### src/rtl/apb4_pkg.sv
// Shared definitions for the APB4 register-file completer: FSM states,
// response codes and the byte-strobe merge used by both the write port and read forwarding.
package apb4_pkg;

  typedef enum logic [1:0] {
    IDLE   = 2'd0,
    ACCESS = 2'd1,
    DONE   = 2'd2
  } apb_state_e;

  localparam logic APB_RESP_OKAY = 1'b0;
  localparam logic APB_RESP_ERR  = 1'b1;

  // Widest legal bus; narrower callers zero-extend in and truncate out.
  localparam int APB_MAX_DW = 64;

  function automatic logic [APB_MAX_DW-1:0] apb_strb_merge(
    input logic [APB_MAX_DW-1:0]   old_data,
    input logic [APB_MAX_DW-1:0]   new_data,
    input logic [APB_MAX_DW/8-1:0] strb
  );
    logic [APB_MAX_DW-1:0] merged;
    for (int i = 0; i < APB_MAX_DW / 8; i++) begin
      merged[8*i +: 8] = strb[i] ? new_data[8*i +: 8] : old_data[8*i +: 8];
    end
    return merged;
  endfunction

endpackage

### src/rtl/apb4_regfile_mem.sv
// DEPTH x DATA_WIDTH register array: async reset, one byte-enabled write port,
// one combinational read port (the top level registers the read result).
module apb4_regfile_mem
  import apb4_pkg::*;
#(
  parameter int                    DATA_WIDTH  = 32,
  parameter int                    DEPTH       = 16,
  parameter int                    MEM_AW      = (DEPTH > 1) ? $clog2(DEPTH) : 1,
  parameter logic [DATA_WIDTH-1:0] RESET_VALUE = '0
) (
  input  logic                    clk,
  input  logic                    rst_n,
  input  logic                    i_we,
  input  logic [MEM_AW-1:0]       i_waddr,
  input  logic [DATA_WIDTH-1:0]   i_wdata,
  input  logic [DATA_WIDTH/8-1:0] i_wstrb,
  input  logic [MEM_AW-1:0]       i_raddr,
  output logic [DATA_WIDTH-1:0]   o_rdata
);

  logic [DATA_WIDTH-1:0] r_mem [DEPTH];

  always_ff @(posedge clk or negedge rst_n) begin
    if (!rst_n) begin
      for (int i = 0; i < DEPTH; i++) begin
        r_mem[i] <= RESET_VALUE;
      end
    end else begin
      for (int i = 0; i < DEPTH; i++) begin
        if (i_we && (i_waddr == MEM_AW'(i))) begin
          r_mem[i] <= DATA_WIDTH'(apb_strb_merge(APB_MAX_DW'(r_mem[i]),
                                                 APB_MAX_DW'(i_wdata),
                                                 (APB_MAX_DW/8)'(i_wstrb)));
        end
      end
    end
  end

  assign o_rdata = r_mem[i_raddr];

endmodule

### src/rtl/apb4_regfile_slave.sv
// Parametrised APB4 register-file completer with byte strobes, programmable wait states
// and PSLVERR. Define APB_PROT_CHECK_EN to add PPROT and reject unprivileged upper-half writes.
module apb4_regfile_slave
  import apb4_pkg::*;
#(
  parameter int                    DATA_WIDTH  = 32,
  parameter int                    ADDR_WIDTH  = 12,
  parameter int                    DEPTH       = 16,
  parameter int                    WAIT_STATES = 2,
  parameter logic [DATA_WIDTH-1:0] RESET_VALUE = '0
) (
  input  logic                    PCLK,
  input  logic                    PRESETn,
  input  logic                    PSELx,
  input  logic                    PENABLE,
  input  logic                    PWRITE,
  input  logic [ADDR_WIDTH-1:0]   PADDR,
  input  logic [DATA_WIDTH-1:0]   PWDATA,
  input  logic [DATA_WIDTH/8-1:0] PSTRB,
`ifdef APB_PROT_CHECK_EN
  input  logic [2:0]              PPROT,
`endif
  output logic                    PREADY,
  output logic [DATA_WIDTH-1:0]   PRDATA,
  output logic                    PSLVERR
);

  localparam int STRB_W = DATA_WIDTH / 8;
  localparam int LSB    = $clog2(STRB_W);
  localparam int IDX_W  = ADDR_WIDTH - LSB;
  localparam int MEM_AW = (DEPTH > 1) ? $clog2(DEPTH) : 1;
  localparam logic [ADDR_WIDTH-1:0] ALIGN_MASK = ADDR_WIDTH'((1 << LSB) - 1);
  localparam logic [IDX_W:0]        DEPTH_LIM  = (IDX_W+1)'(DEPTH);

  apb_state_e            r_state;
  logic [3:0]            r_cnt;
  logic [ADDR_WIDTH-1:0] r_addr;
  logic                  r_write;
  logic [DATA_WIDTH-1:0] r_wdata;
  logic [STRB_W-1:0]     r_strb;
  logic                  r_ready;
  logic                  r_slverr;
  logic [DATA_WIDTH-1:0] r_rdata;

  logic                  w_setup;
  logic [ADDR_WIDTH-1:0] w_cur_addr;
  logic                  w_cur_write;
  logic [IDX_W-1:0]      w_cur_idx;
  logic [IDX_W-1:0]      w_commit_idx;
  logic                  w_commit;
  logic                  w_err;
  logic [DATA_WIDTH-1:0] w_mem_rdata;
  logic [DATA_WIDTH-1:0] w_rd_data;
  logic [DATA_WIDTH-1:0] w_resp_data;

`ifdef APB_PROT_CHECK_EN
  localparam logic [IDX_W:0] PROT_LIM = (IDX_W+1)'(DEPTH / 2);
  logic r_priv;
  logic w_cur_priv;
  logic w_prot_err;
`endif

  assign w_setup      = PSELx && !PENABLE;
  assign w_commit     = (r_state == DONE) && r_write && (r_slverr == APB_RESP_OKAY);
  assign w_commit_idx = r_addr[ADDR_WIDTH-1:LSB];

  // Outside ACCESS the only transfer that can complete is a zero-wait one, whose
  // attributes are still on the bus rather than in the capture registers.
  always_comb begin
    w_cur_addr  = PADDR;
    w_cur_write = PWRITE;
    if (r_state == ACCESS) begin
      w_cur_addr  = r_addr;
      w_cur_write = r_write;
    end
  end

  assign w_cur_idx = w_cur_addr[ADDR_WIDTH-1:LSB];

`ifdef APB_PROT_CHECK_EN
  assign w_cur_priv = (r_state == ACCESS) ? r_priv : PPROT[0];
  assign w_prot_err = w_cur_write && !w_cur_priv && ({1'b0, w_cur_idx} >= PROT_LIM);
  assign w_err = (|(w_cur_addr & ALIGN_MASK)) || ({1'b0, w_cur_idx} >= DEPTH_LIM) || w_prot_err;
`else
  assign w_err = (|(w_cur_addr & ALIGN_MASK)) || ({1'b0, w_cur_idx} >= DEPTH_LIM);
`endif

  apb4_regfile_mem #(
    .DATA_WIDTH  (DATA_WIDTH),
    .DEPTH       (DEPTH),
    .MEM_AW      (MEM_AW),
    .RESET_VALUE (RESET_VALUE)
  ) u_mem (
    .clk     (PCLK),
    .rst_n   (PRESETn),
    .i_we    (w_commit),
    .i_waddr (w_commit_idx[MEM_AW-1:0]),
    .i_wdata (r_wdata),
    .i_wstrb (r_strb),
    .i_raddr (w_cur_idx[MEM_AW-1:0]),
    .o_rdata (w_mem_rdata)
  );

  // A write committing on this edge must be visible to a read completing on the same edge.
  assign w_rd_data = (w_commit && (w_commit_idx == w_cur_idx))
                   ? DATA_WIDTH'(apb_strb_merge(APB_MAX_DW'(w_mem_rdata), APB_MAX_DW'(r_wdata),
                                                (APB_MAX_DW/8)'(r_strb)))
                   : w_mem_rdata;
  assign w_resp_data = (w_err || w_cur_write) ? '0 : w_rd_data;

  // r_cnt counts the PREADY-low cycles still to come, so DONE is entered as it leaves 1.
  always_ff @(posedge PCLK or negedge PRESETn) begin
    if (!PRESETn) begin
      r_state  <= IDLE;
      r_cnt    <= '0;
      r_addr   <= '0;
      r_write  <= 1'b0;
      r_wdata  <= '0;
      r_strb   <= '0;
      r_ready  <= 1'b0;
      r_slverr <= APB_RESP_OKAY;
      r_rdata  <= '0;
`ifdef APB_PROT_CHECK_EN
      r_priv   <= 1'b0;
`endif
    end else begin
      r_ready  <= 1'b0;
      r_slverr <= APB_RESP_OKAY;
      r_rdata  <= '0;
      case (r_state)
        ACCESS: begin
          if (!PSELx || !PENABLE) begin
            r_state <= IDLE;
            r_cnt   <= '0;
          end else if (r_cnt <= 4'd1) begin
            r_state  <= DONE;
            r_cnt    <= '0;
            r_ready  <= 1'b1;
            r_slverr <= w_err ? APB_RESP_ERR : APB_RESP_OKAY;
            r_rdata  <= w_resp_data;
          end else begin
            r_cnt <= r_cnt - 4'd1;
          end
        end
        default: begin
          if (w_setup) begin
            r_addr  <= PADDR;
            r_write <= PWRITE;
            r_wdata <= PWDATA;
            r_strb  <= PSTRB;
`ifdef APB_PROT_CHECK_EN
            r_priv  <= PPROT[0];
`endif
            if (WAIT_STATES == 0) begin
              r_state  <= DONE;
              r_cnt    <= '0;
              r_ready  <= 1'b1;
              r_slverr <= w_err ? APB_RESP_ERR : APB_RESP_OKAY;
              r_rdata  <= w_resp_data;
            end else begin
              r_state <= ACCESS;
              r_cnt   <= 4'(WAIT_STATES);
            end
          end else begin
            r_state <= IDLE;
          end
        end
      endcase
    end
  end

  assign PREADY  = r_ready;
  assign PSLVERR = r_slverr;
  assign PRDATA  = r_rdata;

endmodule

### config.mk
export PLATFORM = sky130hd
export DESIGN_NAME = apb4_regfile_slave
export DESIGN_NICKNAME = d
export VERILOG_FILES = /design/src/rtl/apb4_pkg.sv /design/src/rtl/apb4_regfile_mem.sv /design/src/rtl/apb4_regfile_slave.sv
export SDC_FILE = /design/constraint.sdc
export NUM_CORES = 1
export LEC_CHECK = 0
export CAP_MARGIN = 15
export CORE_MARGIN = 5
export CORE_UTILIZATION = 53
export CTS_CLUSTER_DIAMETER = 150
export DETAILED_ROUTE_END_ITERATION = 10
export PLACE_DENSITY = 0.7
export SYNTH_ARGS = -nofsm -noshare
export SYNTH_HDL_FRONTEND = slang
export SYNTH_SLANG_ARGS = --single-unit
### constraint.sdc
create_clock -name PCLK -period 3.2 [get_ports PCLK]
set_input_delay 0.64 -clock PCLK [delete_from_list [all_inputs] [get_ports PCLK]]
set_output_delay 0.64 -clock PCLK [all_outputs]
set_load 0.01 [all_outputs]
==> summary.md <==
| Metric | Value |
|---|---|
| Synth Flop Type | `dfrtp_1` |
| Worst path required time | `3.74 ns` |
| Worst-case clock buffer depth | `3` |
| Global-route usage over all layers | `0.253` |
| Slew Viols, Final | `0` |
| Most common cell after layout, fill and taps aside | `dfrtp_1` |
| Cell variety after synth | `57` |
| Design Area, Final | `30900 um2` |
| Mapped cell area | `26800 um2` |
| Layout area overhead | `15.3%` |
| Fin nets | `2207` |
| Clock Pin Slew Worst Setup and Hold Paths | `0.06 ns` |
| CTS Buf Count | `61` |
| F_max | `0.329 GHz` |
| Post-synthesis net count | `2096` |
| Max-cap violation count | `0` |
| GPL Wtd Cong | `0.858` |
| Final setup fails | `0` |
| First-pass GRT wire length | `111000 um` |
| Power share of the combinational group | `0.092` |
| Post-DP Area | `28900 um2` |
| Die width | `235 um` |
| Root Buffer | `clkbuf_16` |
| Most frequent cells in the layout | `dfrtp_1 (601), mux2_2 (556), nand2_1 (256)` |
| DRC errors left | `0` |
| Max VDD drop | `554 uV` |
| Drt initial violations | `1580` |
| Status | `complete, no violations` |
| Fraction of the yosys area taken by sequential cells | `0.562` |
| Flop pwr share | `0.495` |
| Vias in the first global route | `18.9k` |
| Number of fill cells | `3945` |
| Net Switching | `4.36 mW` |
| CTS H-tree depth | `2` |
| TritonCTS sink count | `601` |
| Int Power | `12.5 mW` |
| Total congestion overflow | `0` |
| Core area | `50100 um2` |
| FFs w/ async S/R, synth | `1.00` |
| Routed Antenna Nets | `0` |
| # IOs | `87` |
| Via count | `17.8k` |
| Largest net degree at the start of global routing | `92` |
| Mean cell area of the mapped netlist | `13.1 um2` |
| Final worst-path cycle share | `0.949` |
| Starting density of the core | `0.535` |
| Type of the worst min-delay path | `reg -> reg` |
| RSZ-0062 raised after global routing | `no` |
| Total wire length | `69500 um` |
| Final hold slack | `0.498 ns` |
| Hpwl dp | `44300 um` |
| Final min period | `3.04 ns` |
| CTS tree | `done` |
| Row Count | `82` |
| Fin. Hold Viols | `0` |
| Final non-filler cell total | `2868` |
| YS warnings | `0` |
| Clock Power Share | `0.412` |
| Post-synthesis cell count | `2041` |
| Final setup TNS | `0 ns` |
| DR pass1 iterations | `5` |
| Tightest Pin Transition | `1.09 ns` |
| CP Data Arrival Time | `3.58 ns` |
| EDFF count, synth | `0` |
| Chip Height | `235 um` |
| Initial antenna violation count | `0` |
| Yosys reg bits | `601` |
| Crit end category | `register` |
| Port Buffers | `86` |
| Final Skew | `0.0195 ns` |
| Slew HR | `0.271` |
| Number of diodes | `0` |
| Final setup margin | `0.164 ns` |
| Switching Share | `0.258` |
| P_leak | `14.6 nW` |
| Crit Path Category | `reg -> reg` |
| Clk_lat worst skew | `0.64 ns` |
| Via density | `6.20` |
| Pre-CTS setup slack | `-0.188 ns` |
| Share of cells above drive strength 1 | `0.358` |
| Routed len/inst | `24.2 um` |
| Worst setup SP type | `register` |
| Crit path max fanout | `38` |
| Pwr Density | `547 nW/um2` |
| Placed cells | `2760` |
| Die ar. | `55100 um2` |
[per-layer routing]
metal | GRT usage | up-vias | routed length [um]
li1 | - | 7736 | -
met1 | 0.351 | 9363 | 29600
met2 | 0.409 | 550 | 33200
met3 | 0.0456 | 146 | 4180
met4 | 0.0823 | 0 | 2490
met5 | 0 | - | 0
[sequential cells by signal, indices dropped and copies added (netlist names)]
signal and cells:
PRDATA 32, PREADY 1, PSLVERR 1, r_addr 12, r_cnt 4, r_state 2
r_strb 4, r_wdata 32, r_write 1, u_mem.r_mem 512
[worst max-delay path, stage by stage (launching register included)]
cell,delay (ns)
dfrtp_1,0.53
nor2b_4,0.53
mux2_8,0.59
buf_12,0.25
buf_4,0.16
a311oi_1,0.39
o21ai_0,0.19
buf_4,0.19
o211ai_1,0.08
[worst paths after layout]
check                           cells after the start              from  slack [ns]               end
min in group asynchronous                           2           PRESETn        0.55       r_wdata[24]
worst min-delay path                                1  u_mem.r_mem[274]        0.50  u_mem.r_mem[274]
worst max register to register                      8        r_state[1]        0.16        PRDATA[11]
worst max-delay path                                8        r_state[1]        0.16        PRDATA[11]
max in group asynchronous                           3           PRESETn        1.74  u_mem.r_mem[210]
worst min register to register                      1  u_mem.r_mem[274]        0.50  u_mem.r_mem[274]
[synth_stat cells, drive strengths merged (7+ instances only)]
library cell | n | area (um2)
dfrtp | 601 | 15000
inv | 11 | 41.3
a22o | 15 | 131
o21ai | 71 | 355
buf | 48 | 307
nor2 | 26 | 97.6
nand2 | 256 | 961
a311oi | 20 | 175
a21oi | 44 | 220
o211ai | 15 | 113
o311ai | 16 | 140
mux2i | 44 | 444
mux4 | 31 | 698
a221oi | 37 | 324
nor3 | 9 | 45.0
o221ai | 12 | 105
nand3 | 35 | 175
o22ai | 33 | 206
clkbuf | 84 | 317
a31oi | 7 | 50.1
mux2 | 558 | 6290
o2111ai | 13 | 114
[logic make-up (layout without fill, tap and decap cells)]
group                      Yosys count  in the layout  synth area share
AOI/OAI and AO/OA                  294            294            0.0757
muxes                              633            633             0.277
buffers and inverters              143            298            0.0248
xor gates and xnor gates             5              5           0.00164
and+or+nand+nor                    363            363            0.0578
DFF                                601            601             0.562
adders and majority gates            2              2          0.000934
[power by group through the flow]
| stage | Clock, mW | Combinational (mW) | Sequential [mW] |
|---|---|---|---|
| after floorplan | 0 | 1.06 | 8.15 |
| after global placement | 0 | 1.53 | 8.48 |
| after detailed placement | 0 | 1.56 | 8.50 |
| after CTS | 7.11 | 1.57 | 8.37 |
| after global routing | 7.41 | 1.69 | 8.42 |
| final | 6.96 | 1.56 | 8.37 |
[through the flow]
stage | util | power [mW]
floorplan | - | 9.21
CTS | 0.616 | 17.0
finish | 0.616 | 16.9
global route | 0.616 | 17.5
global placement | 0.578 | 10.0
detailed placement | 0.578 | 10.1
[what timing repair did]
| action | in CTS | in global routing |
|---|---|---|
| hold endpoints to repair | 42 | 0 |
| resized for setup | 0 | 0 |
| hold buffers | 1 | 0 |
| buffers inserted | 0 | 0 |
[final cells by class]
class	count	area, um2	share of cell area
clock buffer	88	1700	0.0550
tap	672	841	0.0272
sequential	601	15000	0.487
timing repair buffer	180	1820	0.0591
clock inverter	19	224	0.00726
multi-input combinational	1297	11200	0.363
inverter	11	41.3	0.00134
Note: power is estimated with default switching activity, not from simulation.
